--- src/rtl/pipeline_run_ctrl.sv ---
// Run controller for a pipeline core: holds the core in reset, lets it run until
// the halt PC is fetched (plus a drain window) or a cycle limit expires.
module pipeline_run_ctrl #(
    parameter int PC_W         = 32,
    parameter int CNT_W        = 16,
    parameter int RST_CYCLES   = 2,
    parameter int DRAIN_CYCLES = 3,
    parameter int MAX_CYCLES   = 1000
) (
    input  logic             clk,
    input  logic             rstN,
    input  logic             start,
    input  logic             clear,
    input  logic [PC_W-1:0]  halt_pc,
    input  logic [PC_W-1:0]  pc,
    input  logic             retire,
    output logic             core_rstN,
    output logic             core_en,
    output logic             dump_req,
    output logic             done,
    output logic             timeout,
    output logic [CNT_W-1:0] cycle_count,
    output logic [CNT_W-1:0] retire_count
);

    localparam int HOLD_W  = (RST_CYCLES > 1) ? $clog2(RST_CYCLES) : 1;
    localparam int DRAIN_W = (DRAIN_CYCLES > 1) ? $clog2(DRAIN_CYCLES) : 1;
    localparam logic [HOLD_W-1:0]  HOLD_LAST  = HOLD_W'(RST_CYCLES - 1);
    localparam logic [DRAIN_W-1:0] DRAIN_LAST = DRAIN_W'(DRAIN_CYCLES - 1);
    localparam logic [CNT_W-1:0]   RUN_LIMIT  = CNT_W'(MAX_CYCLES - 1);

    typedef enum logic [2:0] {
        IDLE,
        HOLD,
        RUN,
        DRAIN,
        DONE,
        TIMEOUT
    } stateT;

    stateT              stateReg;
    logic [HOLD_W-1:0]  holdCnt;
    logic [DRAIN_W-1:0] drainCnt;
    logic [CNT_W-1:0]   cycleInc;
    logic [CNT_W-1:0]   retireInc;
    logic               haltHit;

    // Saturating increments; the counters stick at all-ones instead of wrapping.
    assign cycleInc  = (cycle_count == '1) ? cycle_count : cycle_count + 1'b1;
    assign retireInc = (retire && (retire_count != '1)) ? retire_count + 1'b1 : retire_count;
    assign haltHit   = (pc == halt_pc);

    always_ff @(posedge clk or negedge rstN) begin
        if (!rstN) begin
            stateReg     <= IDLE;
            holdCnt      <= '0;
            drainCnt     <= '0;
            core_rstN    <= 1'b0;
            core_en      <= 1'b0;
            dump_req     <= 1'b0;
            done         <= 1'b0;
            timeout      <= 1'b0;
            cycle_count  <= '0;
            retire_count <= '0;
        end else begin
            dump_req <= 1'b0;
            case (stateReg)
                IDLE: begin
                    if (start) begin
                        stateReg     <= HOLD;
                        holdCnt      <= HOLD_LAST;
                        cycle_count  <= '0;
                        retire_count <= '0;
                    end
                end
                HOLD: begin
                    if (holdCnt == '0) begin
                        stateReg  <= RUN;
                        core_rstN <= 1'b1;
                        core_en   <= 1'b1;
                    end else begin
                        holdCnt <= holdCnt - 1'b1;
                    end
                end
                RUN: begin
                    cycle_count  <= cycleInc;
                    retire_count <= retireInc;
                    // A halt match on the last allowed cycle still counts as a clean finish.
                    if (haltHit) begin
                        stateReg <= DRAIN;
                        drainCnt <= DRAIN_LAST;
                    end else if (cycle_count == RUN_LIMIT) begin
                        stateReg <= TIMEOUT;
                        core_en  <= 1'b0;
                        timeout  <= 1'b1;
                    end
                end
                DRAIN: begin
                    cycle_count  <= cycleInc;
                    retire_count <= retireInc;
                    if (drainCnt == '0) begin
                        stateReg <= DONE;
                        core_en  <= 1'b0;
                        done     <= 1'b1;
                        dump_req <= 1'b1;
                    end else begin
                        drainCnt <= drainCnt - 1'b1;
                    end
                end
                DONE, TIMEOUT: begin
                    if (clear) begin
                        stateReg  <= IDLE;
                        core_rstN <= 1'b0;
                        done      <= 1'b0;
                        timeout   <= 1'b0;
                    end
                end
                default: stateReg <= IDLE;
            endcase
        end
    end

endmodule
--- config.mk ---
export PLATFORM = sky130hd
export DESIGN_NAME = pipeline_run_ctrl
export DESIGN_NICKNAME = d
export VERILOG_FILES = /design/src/rtl/pipeline_run_ctrl.sv
export SDC_FILE = /design/constraint.sdc
export NUM_CORES = 1
export LEC_CHECK = 0
export ABC_CLOCK_PERIOD_IN_PS = 2700
export CAP_MARGIN = 10
export CORE_MARGIN = 2
export CORE_UTILIZATION = 44
export DETAILED_ROUTE_END_ITERATION = 7
export PLACE_DENSITY = 0.82
export SYNTH_ARGS = -nofsm -noshare
export SYNTH_HDL_FRONTEND = slang
export SYNTH_SLANG_ARGS = --single-unit
--- constraint.sdc ---
create_clock -name clk -period 2.7 [get_ports clk]
set_input_delay 0.27 -clock clk [delete_from_list [all_inputs] [get_ports clk]]
set_output_delay 0.27 -clock clk [all_outputs]
set_load 0.05 [all_outputs]
==> impl_metrics.py <==
metrics = {
    "timing": {
        "postLayoutSetupSlackWorst_ns": 0.514,
        "whs_ns": 0.112,
        "worst_clock_skew_ns": 0.00781,
        "tightest_slew_ns": 0.937,
        "setup_viol": 0,
        "slew_headroom_pct": 37.6,
        "finalHoldViolCount": 0,
        "rsz0062_at_grt": "no",
        "slew_violations": 0,
        "fmax_mhz": 457,
        "setup_tns_ns": 0,
        "final.min_clock_period_ns": 2.19,
        "post-route-period-util_pct": 81.0,
    },
    "detailed_routing": {
        "via_per_inst": 5.65,
        "routed_wl_um": 7000,
        "ant_nets": 0,
        "vias": 2751,
        "drtIter0Drc": 168,
        "drtPass1Iterations": 4,
        "drc": 0,
        "wl_per_cell_um": 14.4,
    },
    "layout": {
        "final_core_util_pct": 66.2,
        "final_cells": 487,
        "area_growth_syn_to_layout_pct": 44.9,
        "final_nets": 484,
        "drive_gt1_share_pct": 3.88,
        "layout_commonest_cell": "clkdlybuf4s50_1",
        "stdcell_area_um2": 3940,
        "layout_common_cells": "104 x clkdlybuf4s50_1, 43 x dfrtp_1, 37 x xor2_1",
        "diodes": 0,
    },
    "synthesis": {
        "synth_warnings": 0,
        "avgSynthCellArea_um2": 8.92,
        "synth_cells": 305,
        "ys_ff_latch": 43,
        "syn-cell-area_um2": 2720,
        "yosys_most_used_dff": "dfrtp_1",
        "synth.distinct_cells": 43,
        "synthArstFlopShare_pct": 100,
        "ys_seq_area_share_pct": 39.6,
        "synth-edff-count": 0,
        "syn_nets": 377,
    },
    "pwr": {
        "finalPower_mw": 2.60,
        "power_leakage_nw": 1.58,
        "p_per_area_nw_per_um2": 659,
        "peakVddDrop_uv": 333,
    },
    "clocking": {
        "tritoncts": "built",
        "cts_made_buffers": 5,
        "clkTransAtPathRegs_ns": 0.08,
        "htreeDepth": 2,
        "clockBufferDepth": 2,
        "cts-root-buf": "clkbuf_8",
        "clk_latency_ns": 0.29,
        "cts_setup_buffers": 0,
        "clkSinkCount": 43,
        "ctsResizeCount": 0,
        "hold_buffers": 0,
    },
    "setup_path": {
        "path_max_fanout": 13,
        "path_class": "register to register",
        "start_kind": "register",
        "worstSetupEndpointType": "register",
        "worst_ep_required_time_ns": 2.92,
        "worstPathArrival_ns": 2.40,
    },
    "placement": {
        "dp_cells": 480,
        "dpl.hpwl_um": 5520,
        "placed_area_um2": 3850,
        "place_ws_ns": 0.552,
        "portBuffers": 105,
        "gp_congestion": 0.844,
    },
    "floorplanning": {
        "rows": 28,
        "start_util_pct": 45.7,
        "io_pins": 106,
        "die_area_um2": 6830,
        "core_um2": 5960,
        "die_w_um": 82.6,
        "chipHeight_um": 82.6,
    },
    "grt": {
        "antenna_found_initial": 0,
        "gr-usage-all-layers_pct": 22.6,
        "grt_pass1_vias": 2622,
        "grt_pass1_wl_um": 11800,
        "grt_max_degree": 44,
        "overflow": 0,
    },
    "status": {
        "status": "completed",
    },
    "worst_hold_path": {
        "hold_path_class": "input port to asynchronous set/reset pin",
    },
    "job": {
        "drv_cap": 0,
    },
}
worst paths after layout:
kind	depth (start not counted)	end	start	slack, ns
max in group asynchronous	1	cycle_count[6]	rstN	2.00
min in group clk	2	timeout	timeout	0.48
worst max register to register	6	retire_count[7]	retire_count[0]	0.51
worst min-delay path	1	retire_count[15]	rstN	0.11
worst max-delay path	6	retire_count[7]	retire_count[0]	0.51
worst min register to register	2	timeout	timeout	0.48
power breakdown:
part	internal (mW)	total [mW]	switching [mW]
Sequential	0.747	0.899	0.152
Combinational	0.497	1.29	0.792
Clock	0.201	0.407	0.206
Total	1.45	2.60	1.15
layer usage:
layer	global-route usage (%)	part of all wire (%)
met3	4.78	7.5
met4	8.36	1.9
met2	38.6	50
met1	27.9	40
met5	0	0
cells in the mapped netlist (2+ instances only):
cell type,n,area share (%)
inv_1,8,1.1
and4_1,2,0.64
nand2_1,23,3.2
xor2_1,37,12
ha_1,3,1.4
a21oi_1,16,2.9
nor4_1,9,2.1
or4_1,10,2.8
a211oi_1,5,1.4
clkbuf_1,4,0.55
o21ai_1,2,0.37
o21ai_0,22,4.0
nand2b_1,4,0.92
and3_1,4,0.92
o211a_1,2,0.74
nor2_1,25,3.4
o21a_1,2,0.55
o31ai_1,10,2.8
and2_1,4,0.92
nand4b_1,2,0.64
nor3_1,2,0.37
a31oi_1,2,0.46
o2111ai_1,6,1.9
nand3_1,11,2.0
nand4_1,8,1.8
nor3b_1,2,0.55
buf_2,5,0.92
or3_1,6,1.4
xnor2_1,5,1.6
dfrtp_1,43,40
o41ai_1,3,0.97
o211ai_1,5,1.4
nor2b_1,3,0.69
registers in the layout, indices dropped and copies added, names as in the netlist:
signal / cells
core_en: 1
core_rstN: 1
cycle_count: 16
done: 1
drainCnt: 2
dump_req: 1
holdCnt: 1
retire_count: 16
stateReg: 3
timeout: 1
cells by family (layout without fill, tap and decap cells):
kind of cell	count (synthesis)	after routing	synth area share [%]
DFF	43	43	39.6
xor gates and xnor gates	42	42	13.5
adders and majority gates	3	3	1.38
AOI/OAI and AO/OA	80	80	19.1
buffers and inverters	18	125	2.71
and+or+nand+nor	119	119	23.7
worst max-delay path: stages, from the launching register on:
cell and delay [ns]:
dfrtp_1 0.41, ha_1 0.21, and4_1 0.27, nand4bb_1 0.18, a21oi_1 0.68, o21ai_0 0.20
a21oi_1 0.17
final cells by class:
class,instances,area [µm²]
Multi-Input combinational cell,244,1570
Clock buffer,6,82.6
Clock inverter,1,5.00
Inverter,8,30.0
Timing Repair Buffer,110,1080
Tap cell,75,93.8
Fill cell,522,2010
Sequential cell,43,1080
Power figures use the tool's default switching activity.
